===== src/rtl/aq_gemac_udp_send_arb.sv =====
`default_nettype none
// ============================================================================
// Module   : aq_gemac_udp_send_arb
// Purpose  : Round-robin arbiter that lets NUM_CH UDP clients share the single
//            SEND_* port of aq_gemac_udp_ctrl. A grant covers one whole
//            datagram. The header is captured at grant time. Zero-length
//            requests are rejected. A watchdog abandons a request if the
//            downstream never raises SEND_BUSY.
// Ports    : CLK/RST_N       clock, asynchronous active-low reset
//            CH_SEND_*       per-channel client side (packed, ch i at [W*i +: W])
//            SEND_*          single downstream send port (header + payload)
//            ACTIVE_CH       index of the granted channel
//            ERR_LENGTH      1-cycle pulse, zero-length request rejected
//            ERR_TIMEOUT     1-cycle pulse, SEND_BUSY never rose
// Revision : 1.0  initial release
// ============================================================================
module aq_gemac_udp_send_arb #(
    parameter int NUM_CH  = 4,
    parameter int CH_W    = 2,
    parameter int TIMEOUT = 1023
) (
    input  logic                 CLK,
    input  logic                 RST_N,
    input  logic [NUM_CH-1:0]    CH_SEND_REQUEST,
    input  logic [16*NUM_CH-1:0] CH_SEND_LENGTH,
    input  logic [48*NUM_CH-1:0] CH_SEND_MAC_ADDRESS,
    input  logic [32*NUM_CH-1:0] CH_SEND_IP_ADDRESS,
    input  logic [16*NUM_CH-1:0] CH_SEND_DST_PORT,
    input  logic [16*NUM_CH-1:0] CH_SEND_SRC_PORT,
    input  logic [NUM_CH-1:0]    CH_SEND_DATA_VALID,
    input  logic [32*NUM_CH-1:0] CH_SEND_DATA,
    output logic [NUM_CH-1:0]    CH_SEND_DATA_READ,
    output logic [NUM_CH-1:0]    CH_SEND_BUSY,
    output logic [NUM_CH-1:0]    CH_SEND_DONE,
    output logic                 SEND_REQUEST,
    output logic [15:0]          SEND_LENGTH,
    output logic [47:0]          SEND_MAC_ADDRESS,
    output logic [31:0]          SEND_IP_ADDRESS,
    output logic [15:0]          SEND_DST_PORT,
    output logic [15:0]          SEND_SRC_PORT,
    input  logic                 SEND_BUSY,
    output logic                 SEND_DATA_VALID,
    input  logic                 SEND_DATA_READ,
    output logic [31:0]          SEND_DATA,
    output logic [CH_W-1:0]      ACTIVE_CH,
    output logic                 ERR_LENGTH,
    output logic                 ERR_TIMEOUT
);

    typedef enum logic [1:0] {
        ST_IDLE = 2'd0,
        ST_REQ  = 2'd1,
        ST_XFER = 2'd2,
        ST_DONE = 2'd3
    } state_t;

    // Unpacked views of the packed per-channel buses
    logic [15:0] ch_len  [NUM_CH];
    logic [47:0] ch_mac  [NUM_CH];
    logic [31:0] ch_ip   [NUM_CH];
    logic [15:0] ch_dport[NUM_CH];
    logic [15:0] ch_sport[NUM_CH];
    logic [31:0] ch_data [NUM_CH];

    for (genvar gi = 0; gi < NUM_CH; gi++) begin : g_unpack
        assign ch_len[gi]   = CH_SEND_LENGTH[16*gi +: 16];
        assign ch_mac[gi]   = CH_SEND_MAC_ADDRESS[48*gi +: 48];
        assign ch_ip[gi]    = CH_SEND_IP_ADDRESS[32*gi +: 32];
        assign ch_dport[gi] = CH_SEND_DST_PORT[16*gi +: 16];
        assign ch_sport[gi] = CH_SEND_SRC_PORT[16*gi +: 16];
        assign ch_data[gi]  = CH_SEND_DATA[32*gi +: 32];
    end

    state_t              state_q, state_d;
    logic [CH_W-1:0]     ptr_q, ptr_d;
    logic [CH_W-1:0]     act_q, act_d;
    logic [15:0]         wd_q, wd_d;
    logic [NUM_CH-1:0]   busy_q, busy_d;
    logic [NUM_CH-1:0]   done_q, done_d;
    logic                req_q, req_d;
    logic                err_len_q, err_len_d;
    logic                err_to_q, err_to_d;
    logic [15:0]         len_q, len_d;
    logic [47:0]         mac_q, mac_d;
    logic [31:0]         ip_q, ip_d;
    logic [15:0]         dport_q, dport_d;
    logic [15:0]         sport_q, sport_d;

    logic                win_found;
    logic [CH_W-1:0]     win_idx;
    logic [CH_W-1:0]     scan_idx;

    // Round-robin search starting just after the last granted channel.
    // Scanning from the farthest candidate down lets the nearest one win.
    always_comb begin
        win_found = 1'b0;
        win_idx   = '0;
        scan_idx  = '0;
        for (int i = NUM_CH; i >= 1; i--) begin
            scan_idx = CH_W'((int'(ptr_q) + i) % NUM_CH);
            if (CH_SEND_REQUEST[scan_idx]) begin
                win_found = 1'b1;
                win_idx   = scan_idx;
            end
        end
    end

    always_comb begin
        state_d   = state_q;
        ptr_d     = ptr_q;
        act_d     = act_q;
        wd_d      = wd_q;
        busy_d    = busy_q;
        done_d    = '0;
        req_d     = req_q;
        err_len_d = 1'b0;
        err_to_d  = 1'b0;
        len_d     = len_q;
        mac_d     = mac_q;
        ip_d      = ip_q;
        dport_d   = dport_q;
        sport_d   = sport_q;
        case (state_q)
            ST_IDLE: begin
                if (win_found) begin
                    act_d           = win_idx;
                    len_d           = ch_len[win_idx];
                    mac_d           = ch_mac[win_idx];
                    ip_d            = ch_ip[win_idx];
                    dport_d         = ch_dport[win_idx];
                    sport_d         = ch_sport[win_idx];
                    busy_d          = '0;
                    busy_d[win_idx] = 1'b1;
                    if (ch_len[win_idx] == 16'd0) begin
                        // Rejected without ever touching the downstream port
                        state_d         = ST_DONE;
                        done_d[win_idx] = 1'b1;
                        err_len_d       = 1'b1;
                    end else begin
                        state_d = ST_REQ;
                        req_d   = 1'b1;
                        wd_d    = '0;
                    end
                end
            end
            ST_REQ: begin
                if (SEND_BUSY) begin
                    state_d = ST_XFER;
                    req_d   = 1'b0;
                end else if (wd_q == 16'(TIMEOUT - 1)) begin
                    // SEND_REQUEST has now been high for TIMEOUT cycles
                    state_d       = ST_DONE;
                    req_d         = 1'b0;
                    err_to_d      = 1'b1;
                    done_d[act_q] = 1'b1;
                end else begin
                    wd_d = wd_q + 16'd1;
                end
            end
            ST_XFER: begin
                if (!SEND_BUSY) begin
                    state_d       = ST_DONE;
                    done_d[act_q] = 1'b1;
                end
            end
            ST_DONE: begin
                ptr_d   = act_q;
                busy_d  = '0;
                state_d = ST_IDLE;
            end
            default: state_d = ST_IDLE;
        endcase
    end

    always_ff @(posedge CLK or negedge RST_N) begin
        if (!RST_N) begin
            state_q   <= ST_IDLE;
            ptr_q     <= CH_W'(NUM_CH - 1);
            act_q     <= '0;
            wd_q      <= '0;
            busy_q    <= '0;
            done_q    <= '0;
            req_q     <= 1'b0;
            err_len_q <= 1'b0;
            err_to_q  <= 1'b0;
            len_q     <= '0;
            mac_q     <= '0;
            ip_q      <= '0;
            dport_q   <= '0;
            sport_q   <= '0;
        end else begin
            state_q   <= state_d;
            ptr_q     <= ptr_d;
            act_q     <= act_d;
            wd_q      <= wd_d;
            busy_q    <= busy_d;
            done_q    <= done_d;
            req_q     <= req_d;
            err_len_q <= err_len_d;
            err_to_q  <= err_to_d;
            len_q     <= len_d;
            mac_q     <= mac_d;
            ip_q      <= ip_d;
            dport_q   <= dport_d;
            sport_q   <= sport_d;
        end
    end

    // Zero-latency payload path, only open while transferring
    always_comb begin
        CH_SEND_DATA_READ = '0;
        SEND_DATA_VALID   = 1'b0;
        SEND_DATA         = '0;
        if (state_q == ST_XFER) begin
            SEND_DATA_VALID          = CH_SEND_DATA_VALID[act_q];
            SEND_DATA                = ch_data[act_q];
            CH_SEND_DATA_READ[act_q] = SEND_DATA_READ;
        end
    end

    assign CH_SEND_BUSY     = busy_q;
    assign CH_SEND_DONE     = done_q;
    assign SEND_REQUEST     = req_q;
    assign SEND_LENGTH      = len_q;
    assign SEND_MAC_ADDRESS = mac_q;
    assign SEND_IP_ADDRESS  = ip_q;
    assign SEND_DST_PORT    = dport_q;
    assign SEND_SRC_PORT    = sport_q;
    assign ACTIVE_CH        = act_q;
    assign ERR_LENGTH       = err_len_q;
    assign ERR_TIMEOUT      = err_to_q;

endmodule
`default_nettype wire


===== config.mk =====
export PLATFORM = sky130hd
export DESIGN_NAME = aq_gemac_udp_send_arb
export DESIGN_NICKNAME = d
export VERILOG_FILES = /design/src/rtl/aq_gemac_udp_send_arb.sv
export SDC_FILE = /design/constraint.sdc
export NUM_CORES = 1
export LEC_CHECK = 0
export CAP_MARGIN = 20
export CORE_AREA = 8 8 317 319
export DETAILED_ROUTE_END_ITERATION = 10
export DIE_AREA = 0 0 325 327
export GPL_ROUTABILITY_DRIVEN = 1
export PLACE_DENSITY = 0.39
export SETUP_SLACK_MARGIN = 0.5
export SLEW_MARGIN = 30
export SYNTH_ARGS = -nofsm -noshare
export SYNTH_HDL_FRONTEND = slang
export SYNTH_SLANG_ARGS = --single-unit
export TNS_END_PERCENT = 100

===== constraint.sdc =====
create_clock -name CLK -period 10.5 [get_ports CLK]
set_clock_uncertainty 0.1 [all_clocks]
set_input_delay 1.05 -clock CLK [delete_from_list [all_inputs] [get_ports CLK]]
set_output_delay 1.05 -clock CLK [all_outputs]
set_load 0.05 [all_outputs]

After elaboration in Yosys (flattened, before gate mapping)

Cells that the tools add are included.

Logic and storage cells: 126
Bits of input ports: 652
Bits in registers: 161
Output and inout port bits: 178

Eq/ne operators: 10
$add $sub $neg: 5
Bitwise gates (word level): 3
Multiplexer cells: 73
Magnitude comparators: 10
Reductions and logical operators: 11

Operator list:

| cell                    | count |
|---|---|
| $mux W16                | 10 |
| $mux W32                | 5 |
| $bmux W32 S2            | 2 |
| $bmux W16 S2            | 3 |
| $bmux W48 S2            | 1 |
| $mux W48                | 2 |
| $pmux W16 S2            | 1 |
| $mux W4                 | 7 |
| $mux W1                 | 22 |
| $lt A2 B3 Y1 const B    | 6 |
| $mux W2                 | 9 |
| $add A16 B1 Y16 const B | 1 |
| $eq A16 B10 Y1 const B  | 1 |
| $logic_not A16 Y1       | 1 |
| $pmux W4 S3             | 1 |
| $bmux W1 S2             | 5 |
| $ne A2 B2 Y1 const B    | 5 |
| $pmux W2 S4             | 1 |
| $pmux W4 S2             | 1 |
| $ge A3 B3 Y1 const B    | 2 |
| $not A2 Y3              | 2 |
| $reduce_and A5 Y1       | 1 |
| $add A2 B1 Y2 const B   | 2 |
| $add A2 B2 Y2 const B   | 2 |
| other kinds (13)        | 19 |

Longest topological paths before layout

Depth in word-level cells: 15
Mapped depth: 15
Mapped depth without buffers: 10

Least setup slack after synthesis

No wires, ideal clock.

Kind: input -> register
From: input CH_SEND_REQUEST[3]
To: register wd_q[0]
Path buffers: 3
Setup time: 125 ps
Cell stages on the path: 12
Path slack: 6600 ps
Arrival time: 3676 ps
Path through: clkbuf_1 -> nand2_1 -> a31oi_1 -> and2_1 -> buf_6 -> mux2_2 -> mux2_2 -> or4_1 -> nor4_2 -> buf_4 -> nor3_1 -> mux2_2

Word-level cells in the longest chain between the ends: 13
Elaborated cells on any way between the ends: 24
Those cells by class: eq/ne: 2; mux: 19; bitwise: 1; reduce/logical: 2

Ends and longest elaborated chain:

| what                                         | line | text |
|---|---|---|
| start, declared                              | 24   | `input logic [NUM_CH-1:0] CH_SEND_REQUEST,` |
| $bmux W1 S2                                  | 101  | `if (CH_SEND_REQUEST[scan_idx]) begin` |
| $mux W1 (not written as such)                | 101  |  |
| $mux W2 (4 in series)                        | 101  |  |
| $not A2 Y3 (not written as such)             | 134  | `if (ch_len[win_idx] == 16'd0) begin` |
| $bmux W16 S2                                 | 134  |  |
| $mux W16 (not written as such) (2 in series) | 134  |  |
| $logic_not A16 Y1                            | 134  |  |
| $ne A2 B2 Y1 (no line)                       | n/a  |  |
| $reduce_and A5 Y1 (no line) *                | n/a  |  |
| end signal, assigned                         | 195  | `wd_q <= wd_d;` |
| end, declared                                | 77   | `logic [15:0] wd_q, wd_d;` |

Mark *: on every way between the ends. The rest lies on a longest branch, timed or not. The select of a mux whose other input is x is not followed.
A chain may end at the register's enable or synchronous reset.

Worst setup path after layout

From: input CH_SEND_REQUEST[1]
To: register wd_q[12]

The elaborated chain is that of the path after synthesis.

==> results.cfg <==
[timing]
clock.fmax_mhz = 167.5
hold_violations = 0
min_period_ns = 5.969
setup_tns_ns = 0
fin_ws_ns = 4.531
relSlewSlack_pct = 33.91
rsz0062_at_grt = no
slew_viol_final = 0
worst-slew-pin-transition_ns = 0.9913
finalSetupViolCount = 0
min_period_over_period_pct = 56.85

[global_routing]
antenna_found_initial = 4
grt_start_max_net_pins = 106
grt_util_met2_pct = 27.26
use_met1_pct = 15.49
grt_pass1_wl_um = 112200
use_met3_pct = 4.534
track_usage_pct = 14.42
grt_overflow = 0
busiest_layer = met2
grt_pass1_vias = 14560

[clock_tree]
cts.sinks = 161
clkTransAtPathRegs_ns = 0.07
clockRootBuffer = clkbuf_16
cts_made_buffers = 17
postCtsSetupBuffers = 0
clkLatencyLatePin_ns = 0.48
cts_tree = done
cts_buffer_depth = 2
ctsResizeCount = 0
htreeDepth = 4
cts_hold_buf = 0

[worst_setup_path]
cp-start-kind = input pin
r2r_slack_ns = 5.26
r2r_end = wd_q[12]$_DFFE_PN0P_
worstSetupEndpoint = wd_q[12]$_DFFE_PN0P_
reg2regPathDepth = 11
path_class = input pin to flop
required_ns = 10.72
r2r_start = ptr_q[1]$_DFFE_PN1P_
worstPathArrival_ns = 6.19
critPathCaptureType = flop
cp-startpoint = CH_SEND_REQUEST[1]
worstPathMaxFanout = 59

[synthesis]
yosys.area.top_type = dfrtp_1
synth.net_count = 2008
yosys_warnings = 0
synth_edf_count = 0
synth.most_common_cell = nand2_1
synth_common_cells = nand2_1 (533), dfrtp_1 (159), o21ai_0 (145), a222oi_1 (112), clkbuf_1 (102)
synth_top_area_share_pct = 37.15
syn-instance-count = 1349
synth_area_leaders = dfrtp_1 (37%), nand2_1 (19%), a222oi_1 (10%)
yosysSeqAreaShare_pct = 37.64
syn_area_um2 = 10710
ys_ff_latch = 161
synthDistinctLibCells = 51
synthArstFlopShare_pct = 100.0
ys.flop_type = dfrtp_1
synth.avg_cell_area_um2 = 7.938

[pwr]
switching_share_pct = 54.36
switchingPower_mw = 2.989
total_power_mw = 5.499
leakagePower_nw = 8.327
pwr-share-clk_pct = 12.3
p_seq_share_pct = 19.4
vdd_ir_drop_max_uv = 115.1
powerDensity_nw_per_um2 = 263.0
pwr-share-comb_pct = 68.3
p_int_mw = 2.510

[floorplanning]
dieArea_um2 = 106300
die-height_um = 327
start_util_pct = 11.19
core_area_um2 = 95710
rows = 114
die_x_um = 325
io_pins = 830

[drt]
drtIter0Drc = 1233
vias_per_cell = 4.011
drcViolationCount = 0
ant_nets = 0
drt-pass1-iter-count = 10
via_count = 13570
wl_per_cell_um = 23.81
wl_um = 80580

[final_layout]
multiInputGateArea_um2 = 6190
fin_util_pct = 21.85
seqCellArea_um2 = 4034
nFillCells = 10540
drive_gt1_share_pct = 5.176
nNetsFinal = 2752
syn_to_final_growth_pct = 95.26

[placement]
port_buffers = 829
routabilityCongestion = 0.9117
dp_slack_ns = 3.982
hpwl_um = 67180

[run]
drv_cap = 0

[hold_path]
worstHoldPathType = flop to flop

[outcome]
status = completed
-- cell type report --
type | instances | area share [%]
multi-input combinational | 1054 | 29.60
clock inverter | 11 | 0.7480
clock buffer | 21 | 2.106
sequential | 161 | 19.29
inverter | 10 | 0.1795
timing repair buffer | 849 | 40.41
antenna | 2 | 0.02393
tap | 1276 | 7.635
-- routing by layer --
metal | wire, µm | share of wire, % | vias to the layer above
met2 | 42840 | 53 | 635
met4 | 1499 | 1.9 | 6
met5 | 41 | 0.051 | -
li1 | - | - | 6357
met3 | 6081 | 7.5 | 59
met1 | 30120 | 37 | 6516
-- critical path: stages --
cell             delay (ns)
clkdlybuf4s50_1        0.61
nor2_1                 0.31
o32a_1                 0.24
and2_4                 0.64
buf_4                  0.66
mux2_2                 0.42
mux2_2                 0.27
or4_1                  0.57
nor4_4                 0.30
buf_4                  0.30
or2_1                  0.50
o311ai_0               0.25
-- state kept, by name, summed over array words and instances (netlist names), 4 cells and up --
register / cells
wd_q: 16
CH_SEND_BUSY: 4
CH_SEND_DONE: 4
SEND_DST_PORT: 16
SEND_LENGTH: 16
SEND_MAC_ADDRESS: 48
SEND_SRC_PORT: 16
SEND_IP_ADDRESS: 32
-- per-stage QoR --
step	instances	area (µm²)	hold WS (ns)
6_report	3384	20910	0.3757
5_1_grt	3382	20910	0.4011
4_1_cts	3382	20900	0.3815
3_5_place_dp	3350	20300	0.3638
3_3_place_gp	3350	20310	0.3610
2_1_floorplan	1349	10710	0.3384
-- worst min path at each step --
stage	to	slack (ns)	cells past startpoint	from
final	SEND_LENGTH[6]$_DFFE_PN0P_	0.38	2	SEND_LENGTH[6]$_DFFE_PN0P_
after global routing	SEND_MAC_ADDRESS[8]$_DFFE_PN0P_	0.40	2	SEND_MAC_ADDRESS[8]$_DFFE_PN0P_
after CTS	SEND_LENGTH[6]$_DFFE_PN0P_	0.38	2	SEND_LENGTH[6]$_DFFE_PN0P_
after detailed placement	SEND_LENGTH[6]$_DFFE_PN0P_	0.36	2	SEND_LENGTH[6]$_DFFE_PN0P_
after global placement	SEND_LENGTH[1]$_DFFE_PN0P_	0.36	2	SEND_LENGTH[1]$_DFFE_PN0P_
after floorplan	wd_q[8]$_DFFE_PN0P_	0.34	1	wd_q[8]$_DFFE_PN0P_
-- power groups by stage --
stage | sequential [mW] | combinational (mW) | clock [mW]
6_report | 1.07 | 3.75 | 0.677
5_1_grt | 1.11 | 4.02 | 0.735
4_1_cts | 1.07 | 3.86 | 0.718
3_5_place_dp | 1.08 | 3.85 | 0
3_3_place_gp | 1.08 | 3.84 | 0
2_1_floorplan | 1.85 | 1.44 | 0
-- placed cells by master (no fill, tap or decap), types with 4 or more instances in the layout --
cell               n
inv_1              9
buf_4             19
or4_1              5
nor2_1            21
clkdlybuf4s50_1  827
and2_1            33
mux2_2             9
or3_1              4
ha_1               7
nand2b_1          15
nand3_1           21
a21oi_1           30
o311ai_0           6
and3_1             6
clkbuf_1           4
mux4_2            33
a22oi_1           10
a222oi_1         112
o21ai_0          145
mux2i_1           14
nor3_1             6
dfrtp_1          157
nand2_1          531
clkbuf_16         17
o31ai_1            6
-- kinds of logic after synthesis --
kind of cell | count (synthesis) | share of synthesized area (%)
and+or+nand+nor | 662 | 25.59
AOI/OAI and AO/OA | 329 | 21.72
DFF | 161 | 37.64
buffers and inverters | 134 | 5.035
muxes | 56 | 9.195
adders and majority gates | 7 | 0.8178
Note: power is estimated with default switching activity, not from simulation.
